## src/rtl/mem_port_arbiter.sv

```systemverilog
// Arbiter sharing one single-ported memory between instruction fetch and the
// data stage. Data wins by default; fetch is forced through after STARVE_MAX
// consecutive denied cycles. Reads return one cycle after the grant.
module mem_port_arbiter #(
  parameter int ADDR_W     = 6,
  parameter int STARVE_MAX = 3
) (
  input  logic              clk,
  input  logic              rst,
  input  logic              if_req,
  input  logic [ADDR_W-1:0] if_addr,
  output logic              if_gnt,
  output logic [31:0]       if_rdata,
  output logic              if_valid,
  input  logic              d_req,
  input  logic              d_we,
  input  logic [2:0]        d_funct3,
  input  logic [ADDR_W-1:0] d_addr,
  input  logic [31:0]       d_wdata,
  output logic              d_gnt,
  output logic [31:0]       d_rdata,
  output logic              d_valid,
  output logic              mem_read,
  output logic              mem_write,
  output logic [2:0]        mem_funct3,
  output logic [ADDR_W-1:0] mem_addr,
  output logic [31:0]       mem_wdata,
  input  logic [31:0]       mem_rdata,
  output logic              stall_if
);

  typedef enum logic [1:0] {IDLE, DATA_RD, DATA_WR, FETCH} state_t;

  localparam logic [3:0] STARVE_LIM = 4'(STARVE_MAX);

  state_t      state_reg, state_next;
  logic [3:0]  starve_reg, starve_next;
  logic [31:0] if_rdata_reg, d_rdata_reg;
  logic        if_gnt_c, d_gnt_c;

  // Grant decision; nothing is granted while reset is held low.
  always_comb begin
    if_gnt_c = 1'b0;
    d_gnt_c  = 1'b0;
    if (rst) begin
      if (if_req && (!d_req || starve_reg == STARVE_LIM)) begin
        if_gnt_c = 1'b1;
      end else if (d_req) begin
        d_gnt_c = 1'b1;
      end
    end
  end

  // Starvation counter: counts denied fetch cycles, saturating at the limit.
  always_comb begin
    starve_next = starve_reg;
    if (!if_req || if_gnt_c) begin
      starve_next = 4'd0;
    end else if (starve_reg < STARVE_LIM) begin
      starve_next = starve_reg + 4'd1;
    end
  end

  // Owner FSM next state and memory-side drive for the granted requester.
  always_comb begin
    state_next = IDLE;
    mem_read   = 1'b0;
    mem_write  = 1'b0;
    mem_funct3 = 3'b000;
    mem_addr   = '0;
    mem_wdata  = 32'd0;
    if (d_gnt_c) begin
      state_next = d_we ? DATA_WR : DATA_RD;
      mem_read   = ~d_we;
      mem_write  = d_we;
      mem_funct3 = d_funct3;
      mem_addr   = d_addr;
      mem_wdata  = d_wdata;
    end else if (if_gnt_c) begin
      state_next = FETCH;
      mem_read   = 1'b1;
      mem_funct3 = 3'b010;
      mem_addr   = if_addr;
    end
  end

  // State register and starvation counter; reset aborts any access in flight.
  always_ff @(posedge clk or negedge rst) begin
    if (!rst) begin
      state_reg  <= IDLE;
      starve_reg <= 4'd0;
    end else begin
      state_reg  <= state_next;
      starve_reg <= starve_next;
    end
  end

  // Capture read data on the edge after the grant; hold until the next capture.
  always_ff @(posedge clk or negedge rst) begin
    if (!rst) begin
      if_rdata_reg <= 32'd0;
      d_rdata_reg  <= 32'd0;
    end else begin
      if (d_gnt_c && !d_we) begin
        d_rdata_reg <= mem_rdata;
      end
      if (if_gnt_c) begin
        if_rdata_reg <= mem_rdata;
      end
    end
  end

  assign if_gnt   = if_gnt_c;
  assign d_gnt    = d_gnt_c;
  assign if_rdata = if_rdata_reg;
  assign d_rdata  = d_rdata_reg;
  assign if_valid = (state_reg == FETCH);
  assign d_valid  = (state_reg == DATA_RD);
  assign stall_if = rst & if_req & ~if_gnt_c;

endmodule

```

## config.mk

```make
export PLATFORM = sky130hd
export DESIGN_NAME = mem_port_arbiter
export DESIGN_NICKNAME = d
export VERILOG_FILES = /design/src/rtl/mem_port_arbiter.sv
export SDC_FILE = /design/constraint.sdc
export NUM_CORES = 1
export LEC_CHECK = 0
export ABC_AREA = 1
export CAP_MARGIN = 40
export CORE_MARGIN = 2
export CORE_UTILIZATION = 37
export DETAILED_ROUTE_END_ITERATION = 8
export GPL_ROUTABILITY_DRIVEN = 0
export PLACE_DENSITY = 0.85
export SETUP_SLACK_MARGIN = 0.5
export SLEW_MARGIN = 20
export SYNTH_ARGS = -nofsm -noshare
export SYNTH_HDL_FRONTEND = slang
export SYNTH_SLANG_ARGS = --single-unit
```

## constraint.sdc

```tcl
create_clock -name clk -period 2.2 [get_ports clk]
set_clock_uncertainty 0.05 [all_clocks]
set_input_delay 0.44 -clock clk [delete_from_list [all_inputs] [get_ports clk]]
set_output_delay 0.44 -clock clk [all_outputs]
set_load 0.01 [all_outputs]
```

==> metrics.yaml, run 1 <==
route:
  drc: 0
  first_iter_violations: 158
  wirelength_um: 14210
  viasPerCell: 4.991
  num_vias: 3798
  firstDrtPassIters: 4
  wire_per_inst_um: 18.67
  ant_nets: 0
worst_setup_path:
  cpMaxStageDelayCell: "dfrtp_1"
  crit_path_end_kind: "output port"
  cp.required_ns: 1.71
  path_buf_inv: 3
  critPathTopFamily: "buffers and inverters"
  path_common_cell: "nand2_8"
  critPathMaxStageDelay_ns: 0.39
  path_cells: "ha_2 > nand2_2 > nand2_4 > nand2_8 > nand2_8 > buf_6 > buf_16 > nor2_2 > buf_2"
  crit_fanout: 7
  criticalPathCategory: "flop to output port"
  cp-start-kind: "flop"
  cp_data_arrival_time_ns: 1.75
clocking:
  clk_latency_ns: 0.34
  root_buffer: "clkbuf_8"
  cts_tree: "done"
  cts_buffer_depth: 2
  clock_sinks: 70
  cts_buffers: 9
  h-tree-depth: 3
  path_clk_slew_ns: 0.08
final_layout:
  drive_gt1_share_pct: 28.51
  diodes: 0
  utilization_pct: 76.89
  fillers: 567
  areaGrowthSynthToFinish_pct: 100.2
  final_cells: 761
  fin_area_um2: 6381
  final_nets: 738
run_status:
  violations: "setup timing"
  status: "finished with violations"
power:
  power_density_nw_per_um2: 652.9
  total_power_mw: 4.166
  p_leak_nw: 3.436
  ir_worst_vdd_mv: 0.4350
floorplan:
  die_w_um: 96.83
  die_y_um: 96.83
  start_util_pct: 38.41
  core_um2: 8299
  num_io_pins: 196
  row_count: 33
  dieArea_um2: 9375
global_route:
  grt_pass1_vias: 3881
  grt_overflow: 0
  grt_start_max_net_pins: 35
  grt_pass1_wl_um: 20510
  antenna_found_initial: 0
  track_usage_pct: 27.45
timing:
  rsz0062_at_grt: "true"
  hold_violations: 0
  fin_setup_tns_ns: -0.2895
  finalSetupViolations: 18
  tightest_slew_ns: 0.4306
  post-route-period-util_pct: 101.7
  max_slew_margin_pct: 71.29
  setup_ws_ns: -0.03682
  fmax_mhz: 447.1
  drv_slew: 0
  post-route-min-period_ns: 2.237
yosys:
  synth_seq_area_share_pct: 54.95
  synth_nets: 493
  synthCells: 408
  yosysWarnings: 0
  synth_area_um2: 3188
  syn_area_per_cell_um2: 7.814
  synth-seq-cells: 70
  synthDistinctLibCells: 20
flow_run:
  drv_cap: 0
placement:
  dpl_cell_area_um2: 5461
  portBuffers: 195
  hpwl_um: 8731
  placed_cells: 713
worst_hold_path:
  hp-class: "input port to async pin"
## layout make-up
| cell class | instances | area (µm²) | area share [%] |
|---|---|---|---|
| timing repair buffer | 254 | 2592 | 40.63 |
| inverter | 45 | 186.4 | 2.922 |
| multi-input combinational | 272 | 1483 | 23.24 |
| clock inverter | 3 | 68.82 | 1.078 |
| sequential | 70 | 1752 | 27.45 |
| clock buffer | 11 | 151.4 | 2.373 |
| tap | 105 | 131.4 | 2.059 |
| timing repair inverter | 1 | 16.27 | 0.2549 |
## report_power, final
part | switching [mW] | leakage, nW | internal, mW
sequential | 0.135 | 0.880 | 1.51
combinational | 0.665 | 2.45 | 0.675
clock | 0.485 | 0.111 | 0.691
## layer usage
metal	part of all wire [%]	vias up	global-route usage (%)
met5	0	-	0
met4	3.9	0	12.57
met3	6.8	47	5.997
met2	52	200	47.38
met1	38	1811	32.65
li1	-	1740	-
## synth_stat cells
library cell  number  area (µm²)
clkinv_1           2       7.510
nand2_2            3       18.77
buf_6              2       22.52
buf_2              5       25.02
nand2_1          188       705.7
nand3_4            1       17.52
inv_1             41       153.9
buf_1              1       3.750
o21ai_0            1       5.000
nor2_2             1       6.260
xor2_1             1       8.760
dfrtp_1           70        1752
nand3_2            1       10.01
nand3_1            2       10.01
clkbuf_1           9       33.78
buf_4              5       37.54
nor2_1            40       150.1
ha_1               1       12.51
inv_2              2       7.510
nand4_1           32       200.2
## what timing repair did
action,CTS,global route
pin swaps,5,12
hold buffers,1,0
endpoints found under the hold margin,2,0
resized for setup,308,80
buffers inserted,13,10
setup endpoints to repair,141,108
gates cloned,6,4
## placed cells by master (no fill, tap or decap), types with 4 or more instances in the layout
master	n
nand2_1	167
clkbuf_8	11
buf_6	43
nand2_2	19
nand4_1	32
buf_4	27
nor2_2	11
buf_2	17
clkdlybuf4s50_1	80
inv_1	41
nor2_1	5
dlygate4sd2_1	67
dfrtp_1	70
buf_12	9
clkbuf_16	4
nor2_4	25
## kinds of logic (layout without fill, tap and decap cells)
logic type      count (synthesis)  count (layout)  synth area share (%)
xor+xnor                        1               1                0.2748
simple gates                  268             269                 35.09
buf+inv                        67             314                 9.144
flops                          70              70                 54.95
compound gates                  1               1                0.1568
fa+ha+maj                       1               1                0.3924
## worst paths after layout
check	startpoint	to	slack, ns	depth (start not counted)
setup reg to reg	starve_reg[2]	if_rdata[17]	0.29	11
max in group asynchronous	rst	if_rdata[14]	1.43	3
hold reg to reg	d_rdata[26]	d_rdata[26]	0.42	2
min in group clk	d_rdata[26]	d_rdata[26]	0.42	2
hold / removal	rst	d_rdata[21]	0.05	2
setup / recovery	starve_reg[0]	mem_wdata[14]	-0.04	9
## metrics by stage
step / setup slack (ns) / hold WS (ns)
6_report: -0.03682 / 0.04758
5_1_grt: -0.1110 / 0.04965
4_1_cts: -0.03561 / 0.02942
3_5_place_dp: -0.3649 / 0.3143
3_3_place_gp: -0.3254 / 0.3159
2_1_floorplan: 0.4807 / 0.09441
Note: power is estimated with default switching activity, not from simulation.
==> run 2: changes to the inputs <==
--- a/config.mk
+++ b/config.mk
@@ -6,6 +6,7 @@
 export NUM_CORES = 1
 export LEC_CHECK = 0
 export ABC_AREA = 1
+export ABC_CLOCK_PERIOD_IN_PS = 2200
 export CAP_MARGIN = 40
 export CORE_MARGIN = 2
 export CORE_UTILIZATION = 37
==> results of run 2 <==
No change in the layout: final DEF, timing and power equal those of run 1.
